File: src/rtl/inst_fetch_queue.sv
// ============================================================================
// inst_fetch_queue
// ----------------------------------------------------------------------------
// Purpose:
//   FIFO of fetched MIPS instruction words, each tagged with its PC, sitting
//   between instruction fetch and decode. Valid/ready handshakes on both
//   sides decouple fetch stalls from decode stalls. The head entry is
//   presented both as a raw word and pre-split into the MIPS fields. A
//   synchronous flush discards every entry (branch redirect, exception).
//
// Optional build macro:
//   INST_FETCH_QUEUE_BYPASS_EN - when defined, an empty queue forwards an
//   incoming word straight to the head outputs in the same cycle. If decode
//   takes it that cycle the word is never written into storage.
//
// Parameters:
//   DEPTH  - number of entries (power of two, >= 2)
//   PC_W   - width of the PC tag stored with each word
//   INST_W - instruction word width (32 for the MIPS field layout)
//
// Ports:
//   clk, reset          - rising-edge clock, asynchronous active-high reset
//   flush               - synchronous discard of all entries (beats push/pop)
//   in_valid/in_ready   - fetch-side handshake; in_ready depends only on count
//   in_inst, in_pc      - word offered by fetch and its PC
//   out_valid/out_ready - decode-side handshake
//   out_inst, out_pc    - head word and PC (0 while out_valid=0)
//   op..j_index         - MIPS fields sliced from out_inst
//   count               - number of occupied entries
// ============================================================================
module inst_fetch_queue #(
    parameter int DEPTH  = 4,
    parameter int PC_W   = 32,
    parameter int INST_W = 32
) (
    input  logic                       clk,
    input  logic                       reset,
    input  logic                       flush,
    input  logic                       in_valid,
    output logic                       in_ready,
    input  logic [INST_W-1:0]          in_inst,
    input  logic [PC_W-1:0]            in_pc,
    output logic                       out_valid,
    input  logic                       out_ready,
    output logic [INST_W-1:0]          out_inst,
    output logic [PC_W-1:0]            out_pc,
    output logic [5:0]                 op,
    output logic [4:0]                 rs,
    output logic [4:0]                 rt,
    output logic [4:0]                 rd,
    output logic [4:0]                 shamt,
    output logic [5:0]                 funct,
    output logic [15:0]                imm,
    output logic [25:0]                j_index,
    output logic [$clog2(DEPTH):0]     count
);

    localparam int PTR_W = $clog2(DEPTH);
    localparam int CNT_W = PTR_W + 1;
    localparam logic [CNT_W-1:0] FULL_COUNT = CNT_W'(DEPTH);

    // Storage is deliberately left unreset; count/pointers alone say what is live.
    logic [INST_W-1:0] mem_inst [DEPTH];
    logic [PC_W-1:0]   mem_pc   [DEPTH];

    logic [PTR_W-1:0]  rd_ptr;
    logic [PTR_W-1:0]  wr_ptr;
    logic [CNT_W-1:0]  count_q;

    logic              stored_valid;
    logic              head_valid;
    logic              write_en;
    logic              read_en;
    logic [INST_W-1:0] head_inst;
    logic [PC_W-1:0]   head_pc;

    // in_ready looks only at registered occupancy, so a full queue refuses a
    // push even when decode pops in the same cycle (no ready->ready path).
    assign in_ready     = (count_q != FULL_COUNT);
    assign stored_valid = (count_q != '0);

`ifdef INST_FETCH_QUEUE_BYPASS_EN
    logic bypass;

    // Empty queue with a word arriving: show it at the head right away. If
    // decode accepts it now, it is consumed without ever touching storage.
    assign bypass     = ~stored_valid & ~flush & in_valid;
    assign head_valid = stored_valid | bypass;
    assign head_inst  = bypass ? in_inst : mem_inst[rd_ptr];
    assign head_pc    = bypass ? in_pc   : mem_pc[rd_ptr];
    assign write_en   = in_valid & in_ready & ~flush & ~(bypass & out_ready);
`else
    assign head_valid = stored_valid;
    assign head_inst  = mem_inst[rd_ptr];
    assign head_pc    = mem_pc[rd_ptr];
    assign write_en   = in_valid & in_ready & ~flush;
`endif

    // Only stored entries advance the read pointer; a bypassed word never
    // occupied a slot.
    assign read_en = stored_valid & out_ready & ~flush;

    // Pointer and occupancy bookkeeping. Flush wins over any transfer; the
    // pointers wrap for free because DEPTH is a power of two.
    always_ff @(posedge clk or posedge reset) begin
        if (reset) begin
            rd_ptr  <= '0;
            wr_ptr  <= '0;
            count_q <= '0;
        end else if (flush) begin
            rd_ptr  <= '0;
            wr_ptr  <= '0;
            count_q <= '0;
        end else begin
            if (write_en) begin
                wr_ptr <= wr_ptr + PTR_W'(1);
            end
            if (read_en) begin
                rd_ptr <= rd_ptr + PTR_W'(1);
            end
            case ({write_en, read_en})
                2'b10:   count_q <= count_q + CNT_W'(1);
                2'b01:   count_q <= count_q - CNT_W'(1);
                default: count_q <= count_q;
            endcase
        end
    end

    // Entry storage write port.
    always_ff @(posedge clk) begin
        if (write_en) begin
            mem_inst[wr_ptr] <= in_inst;
            mem_pc[wr_ptr]   <= in_pc;
        end
    end

    // Head outputs read as zero whenever nothing valid is presented.
    assign out_valid = head_valid;
    assign out_inst  = head_valid ? head_inst : '0;
    assign out_pc    = head_valid ? head_pc   : '0;
    assign count     = count_q;

    assign op      = out_inst[31:26];
    assign rs      = out_inst[25:21];
    assign rt      = out_inst[20:16];
    assign rd      = out_inst[15:11];
    assign shamt   = out_inst[10:6];
    assign funct   = out_inst[5:0];
    assign imm     = out_inst[15:0];
    assign j_index = out_inst[25:0];

endmodule

File: config.mk
export PLATFORM = sky130hd
export DESIGN_NAME = inst_fetch_queue
export DESIGN_NICKNAME = d
export VERILOG_FILES = /design/src/rtl/inst_fetch_queue.sv
export SDC_FILE = /design/constraint.sdc
export NUM_CORES = 1
export LEC_CHECK = 0
export CORE_ASPECT_RATIO = 1.2
export CORE_UTILIZATION = 47
export DETAILED_ROUTE_END_ITERATION = 12
export GPL_TIMING_DRIVEN = 0
export PLACE_DENSITY = 0.85
export SKIP_LAST_GASP = 1
export SYNTH_ARGS = -nofsm -noshare
export SYNTH_HDL_FRONTEND = slang
export SYNTH_SLANG_ARGS = --single-unit
File: constraint.sdc
create_clock -name clk -period 3.17 [get_ports clk]
set_input_delay 0.634 -clock clk [delete_from_list [all_inputs] [get_ports clk]]
set_output_delay 0.634 -clock clk [all_outputs]
set_load 0.005 [all_outputs]
# ---- Word-level counts from Yosys, hierarchy flattened
# Memories as Yosys holds them, arrays and structs flattened.
# Index checks and enable logic that the tools add are counted.
dict set report word_totals {
  regBits 7
  ramBits 256
  input_bits 69
  output_inout_bits 143
  wordCells 31
  mem_count 2
}
dict set report op_classes {
  addsub 4
  eq_ne 3
  n_mux 10
  n_bitwise 5
  reduce_logical 4
}
# memory words word_bits read_ports rd_ports_with_merged_regs write_ports line
set memory_table {}
lappend memory_table {mem_inst 4 32 1 0 1 63} ;# logic [INST_W-1:0] mem_inst [DEPTH];
lappend memory_table {mem_pc 4 32 1 0 1 64} ;# logic [PC_W-1:0] mem_pc [DEPTH];
# operator n
set ops {}
lappend ops {{$mux W32} 2}
lappend ops {{$mux W2} 4}
lappend ops {{$pmux W3 S2} 1}
lappend ops {{$reduce_bool A3 Y1} 2}
lappend ops {{$add A2 B1 Y2 const B} 2}
lappend ops {{$and A1 B1 Y1} 4}
lappend ops {{$reduce_bool A2 Y1} 2}
lappend ops {{$add A3 B1 Y3 const B} 1}
lappend ops {{$mux W3} 1}
lappend ops {{$ne A3 B3 Y1 const B} 1}
lappend ops {{$sub A3 B1 Y3 const B} 1}
lappend ops {{$eq A2 B1 Y1 const B} 1}
lappend ops {{$eq A2 B2 Y1 const B} 1}
lappend ops {{$mux W1} 2}
lappend ops {{$not A1 Y1} 1}

# ---- Logic depth before layout (Yosys ltp)
# Gate-level depths: netlist of the first run.
dict set report logic_depth {
  ltp_word 6
  ltp_mapped 10
  mapped_depth_nobuf 8
}

# ---- Least setup slack after synthesis of the first run
# No wires, ideal clock.
dict set report synth_path {
  path_type {input-to-reg}
  startpoint {in in_valid}
  endpoint {mem mem_inst[0][0], enable pin}
  setup_time_ns 0.429
  t_arrival_ns 2.728
  required_ns 2.741
  slack_ns 0.013
  cell_stages 4
  path_buffers 1
  path_cell_list {clkbuf_1 -> nand2_1 -> nor2_1 -> and2_1}
}
dict set report synth_via {
  elab_chain_cells 4
}
# item line
set synth_rtl {}
lappend synth_rtl {{start: declaration} 39} ;# input logic in_valid,
lappend synth_rtl {{$and A1 B1 Y1 (2 in a row)} 96} ;# assign write_en = in_valid & in_ready & ~flush;
lappend synth_rtl {{$mux W1} 131} ;# if (write_en) begin
lappend synth_rtl {{$mux W1 (implied by the code)} 132} ;# mem_inst[wr_ptr] <= in_inst;
lappend synth_rtl {{end: declaration} 63}
# Every way passes these cells.

# ---- Worst setup path after layout of the first run
dict set report layout_path {
  startpoint {reg rd_ptr[0]}
  endpoint {out rs[4]}
}
dict set report layout_via {
  elab_chain_cells 2
}
# item line
set layout_rtl {}
lappend layout_rtl {{start: declaration} 66} ;# logic [PTR_W-1:0] rd_ptr;
lappend layout_rtl {{start signal: assignment} 119} ;# rd_ptr <= rd_ptr + PTR_W'(1);
lappend layout_rtl {{$mem_v2 Z4 W32} -}
lappend layout_rtl {{$mux W32} 139} ;# assign out_inst = head_valid ? head_inst : '0;
lappend layout_rtl {{end: declaration} 48} ;# output logic [4:0] rs,
# Every way passes these cells.

==> results.txt, run 1 <==
The logs give 12800 um for the total half-perimeter wirelength after legalization and detailed placement and 0.369 ns for the worst hold margin. The first-pass GRT wire length was 31400 um; the routed via count divided by cell count was 5.19. Flip-flop cell with the highest count after synthesis: edfxtp_1. The first detailed-routing pass ran for 6 iterations. The mean instance size in the synthesized netlist was 19.7 um^2; the share of async-settable or async-resettable flops after synthesis was 2.66%. The number of levels the H-tree was split into is 1. The signal arrival time at the worst endpoint was 2.48 ns; the clock slew at the register clock pins of the worst setup and hold paths was 0.06 ns. CTS saw 263 sinks. The logs give 0 for the total DRC errors in the routed layout and 620 for the post-synthesis net count.

In this run the static leakage power is 4.91 nW. The multi-input combinational cells in the finished layout cover a total of 2210 um^2. The clock reaches the later pin of the worst-skew pair after 0.51 ns. The run gives 212 as the number of I/O pins. The logs give 27 for the number of buffers created by CTS and 5914 for the number of global-route vias before repair. Setup violations remaining at the end of the flow were counted as 0.

The count of nets left with antenna violations once routing finished came out at 0. Entering global routing, the biggest net connects 58 pins. The largest voltage drop on the vdd net was 0.000484 V; the relative contribution of combinational cells to total power was 22.2%. Before CTS, the worst setup slack after placement is 0.0885 ns.

The post-synthesis cell count was 546. The die covers 23500 um^2. After synthesis, the cell types taking the most area are edfxtp_1, mux4_2, buf_4. The wire length after detailed routing was 20600 um; the buffer depth of the longest clock path was 3.

The final number of max-transition violations was 0. TritonCTS built the clock tree. The path class of the tightest hold or removal check is primary input to async pin. The worst clock skew was 0.0132 ns; the number of nets in the layout was 878. The fmax was 321 MHz. Of the cells placed in the final design, the portion with a size suffix greater than 1 is 27.9%.

The initial antenna violation count is 1. Among all cell types in the netlist, the one instantiated most often is edfxtp_1. The detailed router finished its first iteration with 410 violations. Setup repair after global routing could not meet its margin everywhere. The cell area that synthesis handed to floorplanning was 10800 um^2. The share of power burned in registers came out at 46.0%.

The clock tree root buffer cell is clkbuf_16. By startpoint and endpoint, the worst setup path is classified as flop to output port. Summed over its instances, the top area cell type makes up 71.3% of the synthesized netlist area. Of the available clock period, the critical path in the final layout requires 98.2%. The worst pin sits at a relative slew slack of 70.6%. The average detailed-routed wire length per instance is 18.7 um, and the setup slack of the most critical reg-to-reg path is 0.67 ns. For the filler-free cell count of the finished design, the log shows 1101. After clock tree synthesis, the flow added hold-fix buffers numbering 0. Global routing consumed, over all layers together, 17.5% of the routing resources. The tools report the number of distinct library cells after synthesis as 31.

Power spread over the standard cell area amounts to 604 nW/um^2. For the worst setup path, the data required time is 2.54 ns. Sequential cells were found to cover 73.0% of the synthesized design area. The Yosys step of the flow raised 0 warnings. Fill cells in the final layout number 1581. The run gives 22400 um^2 as the total core area.

In this run the worst path has a maximum fanout of 10. The die is 168 um tall. The congestion estimate from routability-driven global placement came to 0.755. The tool flagged a number of max-cap violations equal to 0. The area growth from synthesis to layout works out to 33.0%. The switching component of the power came out at 1.91 mW. Counting flops with a built-in enable in the synthesized netlist gives 256. Sorting the synthesized cells by how often they occur yields edfxtp_1, buf_4, and2_1, mux4_2, clkbuf_1. For this run the aggregate overflow at the end of global routing stands at 0. edfxtp_1 takes more of the synthesized area than any other cell. Measured along the x axis, the die boundary spans 140 um. The register area is 7870 um^2, and the count of input and output buffers is 210. The internal power of the cells totals 6.75 mW.

In this run switching power makes up 22.1% of total power. After floorplanning, the core was divided into 60 placement rows. Detailed routing inserted a total of 5710 vias. Register bit count reported by yosys: 263.

For the pin with the worst max-slew slack, the measured transition is 0.441 ns. The run finished with clean final reports. The clock network accounts for 31.8% of the total power. STA classifies the critical path endpoint as an output port. The run gives 1039 as the cell total after placement. The routed design could run at a clock period as short as 3.11 ns. The logs give 0 for the number of hold violations in the final report and 48.0% for the initial cell density of the core. The tools report the startpoint type of the worst setup path as a flop.

The worst path meets setup with 0.0571 ns of slack.
sequential cells by signal, indices dropped and copies added, names as in the netlist:
name      flops
rd_ptr        2
wr_ptr        2
count         3
mem_pc      128
mem_inst    128
power groups by stage:
stage | Clock [mW] | Sequential (mW) | Combinational (mW)
2_1_floorplan | 0 | 4.05 | 0.901
3_3_place_gp | 0 | 4.06 | 1.80
3_5_place_dp | 0 | 4.05 | 1.86
4_1_cts | 2.82 | 3.98 | 1.93
5_1_grt | 2.95 | 3.99 | 2.07
6_report | 2.75 | 3.98 | 1.93
worst max-delay path: stages (launching register included):
cell	delay, ns
dfrtp_2	0.42
buf_12	0.16
buf_12	0.15
mux4_2	0.50
and2_4	0.19
buf_4	0.12
clkdlybuf4s50_1	0.43
repair_timing:
action                                  CTS  global route
setup buffers                            10             8
endpoints found under the setup margin  128            86
pin swaps                                 1             0
gates resized for setup                  23             9
cells in the final DEF (no fill, tap or decap), types with 2 or more instances in the layout:
master,n
and2_1,59
edfxtp_1,256
buf_6,5
a21oi_1,6
o21ai_0,4
buf_2,2
nand3_1,2
dfrtp_1,3
and2_4,10
dfrtp_2,4
ha_1,4
nand2b_1,2
dlymetal6s2s_1,2
clkinvlp_4,2
nand2_1,5
buf_4,95
xor2_1,2
inv_1,5
mux4_2,64
clkinv_2,4
clkinv_1,6
buf_16,4
buf_12,4
clkbuf_1,9
clkbuf_2,3
nor3_1,2
clkdlybuf4s50_1,208
nor2_1,6
clkbuf_16,27
routing by layer:
metal	wire (um)	global-route usage, %
met5	0	0
met4	336	5.06
met3	1110	2.87
met2	10800	31.5
met1	8280	21.8
layout make-up:
cell class              instances  area share, %
diodes                          1         0.0175
plain buffers                  96           5.23
clock buffers                  32           4.85
clock inverters                14          0.541
inverters                       5          0.131
multi-input cells             179           15.4
flip-flops and latches        263           54.9
well taps                     279           2.44
repair buffers                232           16.5
worst paths after layout:
path	end	cells past startpoint	from
max	rs[4]	6	rd_ptr[0]
min	count[1]	2	reset
max reg2reg	count[1]	9	count[2]
min reg2reg	wr_ptr[1]	2	wr_ptr[1]
max in group asynchronous	rd_ptr[0]	2	reset
min in group clk	rd_ptr[1]	2	flush
cell families after synthesis:
logic type               synth area share (%)
buffers and inverters                    6.77
multiplexers                             13.4
XOR/XNOR                                0.244
flip-flops                               73.0
adder cells (fa/ha/maj)                 0.650
AO/OA/AOI/OAI                           0.999
AND/OR/NAND/NOR                          4.99
through the flow:
stage                     instance area (um^2)  TNS [ns]  util [%]  total power [mW]
after floorplan                          10800         0         -              4.95
after global placement                   13200   -456.84      58.9              5.86
after detailed placement                 13300         0      59.5              5.91
after CTS                                14300    -0.535      63.5              8.73
after global routing                     14300    -0.336      63.9              9.00
final                                    14300         0      63.9              8.66
Note: power is estimated with default switching activity, not from simulation.
==> run 2: changes to the inputs <==
ABC_CLOCK_PERIOD_IN_PS = 3170   (was unset)
TNS_END_PERCENT = 30   (was unset)
==> results.txt, run 2 (same netlist as run 1, synthesis figures left out) <==
The final RePlAce weighted congestion was 0.755 (unchanged); the die area was 23500 um^2 (unchanged). The vertical die dimension is 168 um (unchanged). The tools report the clock latency at the later pin of the worst-skew pair as 0.51 ns (about the same).

For the first-pass GRT wire length, the log shows 31400 um (about the same). For the largest voltage drop on the vdd net, the log shows 0.000484 V (about the same). The setup slack of the most critical reg-to-reg path is 0.70 ns (+0.03 ns), and the data required time at the worst endpoint is 2.54 ns (about the same).

The critical path start-end classification was flop to output port. The tools report the total leakage power as 4.87 nW (-0.84%). Setup repair after global routing could not meet its margin everywhere. The power per unit of standard cell area came out at 604 nW/um^2 (about the same). The number of vias in the routed layout was 5655 (-0.96%). For the worst-case setup margin in the final layout, the log shows 0.0542 ns (-0.00298 ns). The tools report the fmax as 321 MHz (about the same). The worst clock skew is 0.0135 ns (+0.000341 ns), and the number of hold buffers added after cts is 0 (unchanged). For the number of levels the H-tree was split into, the log shows 1 (unchanged). For the minimum setup slack after placement, the log shows 0.0885 ns (unchanged). In this run the critical register-to-register path is launched from count[1]. The tools report the maximum number of pins on one net before global-route repair as 58 (unchanged).

The library cell used most frequently in the layout, excluding fill and tap cells, is edfxtp_1. The run gives 0 (unchanged) as the setup-violating endpoint count in the final report. TritonCTS built the clock tree. The run gives 8.64 mW (-0.20%) as the power consumption.

The row count was 60 (unchanged); the total DRC errors in the routed layout was 0 (unchanged). The violation count after the first detailed-route iteration was 346 (-16%). The final number of max-transition violations came out at 0 (unchanged). The number of search-and-repair iterations in the first detailed-routing pass is 5 (-1).

The run gives 263 (unchanged) as the count of clock tree sinks. The number of hold violations in the final report is 0 (unchanged), and the fraction of the cycle the final worst path needs is 98.3% (about the same). Leaving out fill and tap cells, the most frequent cells in the layout are edfxtp_1, clkdlybuf4s50_1, buf_4. The run gives 1 (unchanged) as the initial antenna violation count.

The slowest stage of the critical path is the mux4_2 cell. For the total core area, the log shows 22400 um^2 (unchanged). Class of the tightest hold or removal check: primary input to async pin. Maximum net fanout on the critical path: 8 (-2). The run finished with clean final reports. The number of I/O pins was 212 (unchanged); the buffer depth of the longest clock path was 3 (unchanged). The logs give 20500 um (-0.51%) for the wire length after detailed routing and 48.0% (unchanged) for the initial cell density of the core. The signal arrival time at the worst endpoint was 2.48 ns (about the same); the number of global-route vias before repair was 5914 (unchanged).

The worst register-to-register path ends at count[1]. The slew at the pin with the worst max-slew slack is 0.677 ns (+0.236 ns). The fraction of final layout cells with drive strength greater than 1 works out to 27.1% (-0.75 points). The clock period minus worst slack works out to 3.12 ns (+0.00298 ns). The setup total negative slack was 0 ns (unchanged). Startpoint type of the worst setup path: a flop.

The signal on the critical path passes through buf_12 -> buf_4 -> mux4_2 -> and2_1 -> buf_4 -> clkdlybuf4s50_1. The post-detailed-route count of antenna-violating nets is 0 (unchanged). The leftover overflow at the end of global routing is 0 (unchanged), and the count of input and output buffers is 210 (unchanged). Area growth from synthesis to layout: 32.7%.

The all-layer global routing usage came out at 17.5% (about the same). For the worst slew slack as a fraction of its limit, the log shows 54.9% (-16 points). STA classifies the critical path endpoint as an output port. For the number of nets in the layout, the log shows 875 (-0.34%).

The clock slew at the register clock pins of the worst setup and hold paths is 0.06 ns (about the same). The depth of the worst register-to-register path was 9 (unchanged); the largest stage delay on the critical path was 0.47 ns (-0.03 ns). The most numerous cell type found on the critical path is buf_4.

The average detailed-routed wire length per instance is 18.6 um (-0.24%). The die width came out at 140 um (unchanged). The clock tree root buffer cell was clkbuf_16. The run gives 27 (unchanged) as the number of buffers created by CTS. Routed via count divided by cell count: 5.15 (-0.69%). For the max-cap check violation count, the log shows 0 (unchanged). The run gives 12800 um (unchanged) as the total half-perimeter wirelength after legalization and detailed placement.
run 2: per-stage QoR:
| stage | instances | hold WS [ns] | area [um^2] | util [%] |
|---|---|---|---|---|
| 3_5_place_dp | 1039 | 0.575 | 13300 | 59.5 |
| 4_1_cts | 1093 | 0.357 | 14200 | 63.4 |
| 3_3_place_gp | 1035 | 0.568 | 13200 | 58.9 |
| 5_1_grt | 1098 | 0.381 | 14300 | 63.7 |
| 2_1_floorplan | 546 | 0.437 | 10800 | - |
| 6_report | 1098 | 0.375 | 14300 | 63.7 |
run 2: area by class of cell:
type | instances | area (um^2)
flip-flops and latches | 263 | 7870
inverters | 5 | 18.8
plain buffers | 96 | 744
diodes | 1 | 2.50
clock buffers | 32 | 694
clock inverters | 14 | 77.6
well taps | 279 | 349
fillers | 1587 | 8150
multi-input cells | 179 | 2200
repair buffers | 229 | 2340
run 2: repair_timing:
item | 4_1_cts | 5_1_grt
gates resized for setup | 17 | 7
gates cloned | 0 | 0
pin swaps | 1 | 0
buffers inserted | 10 | 5
endpoints found under the setup margin | 128 | 89
run 2: power breakdown:
part           internal [mW]  switching, mW  total, mW
Clock                   1.56           1.20       2.76
Combinational           1.23          0.676       1.91
Sequential              3.95         0.0325       3.98
Total                   6.73           1.91       8.64
run 2: worst max-delay path by stage:
stage | endpoint | startpoint | cells after the start | slack [ns]
finish | out_inst[0] | rd_ptr[0] | 6 | 0.05
global placement | mem_pc[1][10] | in_valid | 5 | -1.80
floorplan | mem_inst[0][0] | in_valid | 4 | 0.01
global route | out_inst[17] | rd_ptr[0] | 5 | -0.04
detailed placement | mem_pc[0][9] | in_valid | 6 | 0.09
CTS | shamt[1] | rd_ptr[0] | 5 | -0.05
run 2: layer usage:
metal	global-route usage [%]	up-vias	routed length, um
met1	21.8	2818	8200
met4	5.06	0	317
met2	31.5	231	10800
met5	0	-	0
met3	2.87	32	1160
li1	-	2574	-
run 2: critical path: cells and delay by family, from the launching register on:
family,cells,cell delay [ns]
buffers and inverters,4,0.86
DFF,1,0.40
muxes,1,0.47
and+or+nand+nor,1,0.24
==> run 3: changes to the inputs <==
CORE_UTILIZATION = 35   (was 47)
PLACE_DENSITY = 0.68   (was 0.85)
==> results.txt, run 3 (same netlist as run 1, synthesis figures left out) <==
The final RePlAce weighted congestion was 0.726 (-3.9%); the signal arrival time at the worst endpoint was 2.53 ns (+0.05 ns). The tools report the number of global-route vias before repair as 5898 (-0.27%). From synthesis to final layout, the design area changed by 36.3%.

The share of total power in the clock network is 33.3% (+1.4 points), and the average detailed-routed wire length per instance is 17.7 um (-4.8%). For the largest voltage drop on the vdd net, the log shows 0.000373 V (-23%). The tools report the max-cap check violation count as 0 (unchanged). STA classifies the critical path startpoint as a flop. The count of clock tree sinks was 263 (unchanged). The tools report the clock latency at the later pin of the worst-skew pair as 0.54 ns (+0.03 ns). The buffer depth of the longest clock path came out at 3 (unchanged).

The number of fill cells was 2582 (+63%); the met1 routing resource usage after global routing was 17.0% (-4.7 points). Depth of the worst register-to-register path: 9 (unchanged). Register area: 7870 um^2 (about the same). The routed via count divided by cell count came out at 4.63 (-10%). The total leakage power was 5.37 nW (+10%).

The met3 routing resource usage after global routing was 2.80% (-0.070 points). TritonCTS built the clock tree. The logs give 21600 um (+5.8%) for the wire length after detailed routing and 32800 um (+4.6%) for the first-pass GRT wire length. The slew at the pin with the worst max-slew slack works out to 0.714 ns (+0.0370 ns). The die width was 162 um (+16%); the cell internal power dissipation was 6.94 mW (+3.1%). The post-detailed-route count of antenna-violating nets came out at 0 (unchanged).

The maximum number of pins on one net before global-route repair is 41 (-29%). The number of search-and-repair iterations in the first detailed-routing pass was 4 (-1); the worst clock skew was 0.0268 ns (+0.0133 ns). The minimum setup slack after placement was 0.0198 ns (-0.0687 ns); the net switching fraction of the power was 22.2% (+0.16 points). The worst slew slack as a fraction of its limit is 52.4% (-2.5 points). The critical path buffer and inverter count works out to 5 (+1). The flow ran to the end, and the final reports show no timing, DRC or antenna violations. The initial antenna violation count was 0 (-1); the die area was 31500 um^2 (+34%). The violation count after the first detailed-route iteration is 177 (-49%). Power consumption: 8.92 mW (+3.3%). In this run the worst hold path is classified as primary input to async pin.

For the number of vias in the routed layout, the log shows 5653 (-0.035%). The kind of cell with the highest combined delay on the critical path is buffers and inverters. The logs give 878 (+0.34%) for the number of nets in the layout and 2240 um^2 (+1.6%) for the multi-input gate area in the final layout. Setup repair after global routing could not meet its margin everywhere. Total DRC errors in the routed layout: 0 (unchanged).

The switching component of the power is 1.98 mW (+4.0%). The clock slew at the register clock pins of the worst setup and hold paths was 0.06 ns (about the same). The fraction of the cycle the final worst path needs is 99.7% (+1.4 points). The clock period minus worst slack was 3.16 ns (+0.0446 ns); the number of I/O pins was 212 (unchanged). The logs give 22.2% (about the same) for the relative contribution of combinational cells to total power and 13.7% (-3.8 points) for the all-layer global routing usage.

STA classifies the critical path endpoint as an output port. The met2 track demand over resource was 24.0% (-7.5 points). The vertical die dimension is 194 um (+16%), and the number of hold violations in the final report is 0 (unchanged).

Slowest stage cell on the critical path: mux4_2. The fraction of final layout cells with drive strength greater than 1 works out to 29.0% (+1.9 points). The total core area was 30400 um^2 (+35%).

The logs give 35.5% (-13 points) for the initial cell density of the core and 27 (unchanged) for the number of buffers created by CTS. The signal on the critical path passes through buf_12 -> buf_12 -> buf_4 -> mux4_2 -> and2_4 -> buf_4 -> clkdlybuf4s50_1. Count of input and output buffers: 210 (unchanged). The data required time at the worst endpoint is 2.54 ns (about the same). The share of power burned in registers was 44.6% (-1.5 points); the row count was 70 (+17%). For the worst-case setup margin in the final layout, the log shows 0.00956 ns (-0.0446 ns).

The critical path is of the flop to output port type. The count of cell instances traversed by the critical path is 7 (+1), and the setup-violating endpoint count in the final report is 0 (unchanged). The total half-perimeter wirelength after legalization and detailed placement came out at 13200 um (+3.3%). The number of levels the H-tree was split into is 1 (unchanged), and the setup total negative slack is 0 ns (unchanged). The tools report the leftover overflow at the end of global routing as 0 (unchanged). Leaving out fill and tap cells, the most frequent cell in the layout is edfxtp_1. For the fmax, the log shows 316 MHz (-1.4%). Global-route layer with the greatest usage: met2. The library cells used most frequently in the layout, excluding fill and tap cells, are edfxtp_1, clkdlybuf4s50_1, buf_4. The power per unit of standard cell area came out at 608 nW/um^2 (+0.55%).

The maximum net fanout on the critical path is 6 (-2). The largest stage delay on the critical path was 0.47 ns (about the same); the antenna diode count was 0 (-1). The final number of max-transition violations was 0 (unchanged). The clock tree root buffer cell was clkbuf_16.
## run 3: cell types whose count changed in the layout (fill, tap and decap cells not counted), sizes merged
cell / change
bufinv: +2
clkbuf: +3
clkdlybuf4s50: -25
clkinv: +3
clkinvlp: -1
diode: -1
dlymetal6s2s: +25
inv: -1
## run 3: worst paths after layout
kind | start | endpoint | slack [ns]
setup / recovery | rd_ptr[0] | out_inst[31] | 0.01
hold / removal | reset | count[2] | 0.35
setup reg to reg | count[2] | count[1] | 0.79
hold reg to reg | wr_ptr[1] | wr_ptr[1] | 0.58
max in group asynchronous | reset | count[0] | 2.58
min in group clk | flush | rd_ptr[0] | 0.52
## run 3: layout make-up
type | instances | share of cell area [%]
flip-flops and latches | 263 | 53.6
repair buffers | 231 | 16.7
multi-input cells | 179 | 15.2
plain buffers | 97 | 5.36
clock buffers | 32 | 4.73
well taps | 396 | 3.37
clock inverters | 17 | 0.895
inverters | 5 | 0.128
## run 3: timing repair
item                                    4_1_cts  5_1_grt
gates cloned                                  0        2
hold buffers                                  0        0
resized for setup                            34       40
endpoints found under the setup margin      133       91
setup buffers                                 8        7
## run 3: power by group through the flow
| stage | Combinational [mW] | Sequential (mW) | Clock, mW |
|---|---|---|---|
| after floorplan | 0.901 | 4.05 | 0 |
| after global placement | 1.83 | 4.06 | 0 |
| after detailed placement | 1.87 | 4.05 | 0 |
| after CTS | 1.97 | 3.98 | 3.06 |
| after global routing | 2.14 | 3.98 | 3.17 |
| final | 1.98 | 3.98 | 2.97 |
## run 3: routing by layer
metal  part of all wire, %  vias up  routed length (um)
met5                     0        -                   0
met4                   1.9        0                 404
met3                   5.8       36                1250
met2                    51      184               11000
met1                    42     2858                9010
li1                      -     2575                   -
## run 3: worst register-to-register path, stage by stage (launching register included)
cell and delay, ns:
dfrtp_1 0.47, or3_4 0.41, buf_6 0.16, nand2_1 0.11, nor3_1 0.08, fa_1 0.55
nor2_1 0.06, a21oi_1 0.12, o21ai_0 0.09, a211oi_1 0.23
## run 3: stage by stage
| stage | area, um^2 | hold WS (ns) | instances | util, % |
|---|---|---|---|---|
| final | 14700 | 0.352 | 1220 | 48.3 |
| after global routing | 14700 | 0.362 | 1220 | 48.3 |
| after CTS | 14500 | 0.322 | 1211 | 47.6 |
| after detailed placement | 13500 | 0.580 | 1156 | 44.4 |
| after global placement | 13400 | 0.571 | 1152 | 44.0 |
| after floorplan | 10800 | 0.437 | 546 | - |
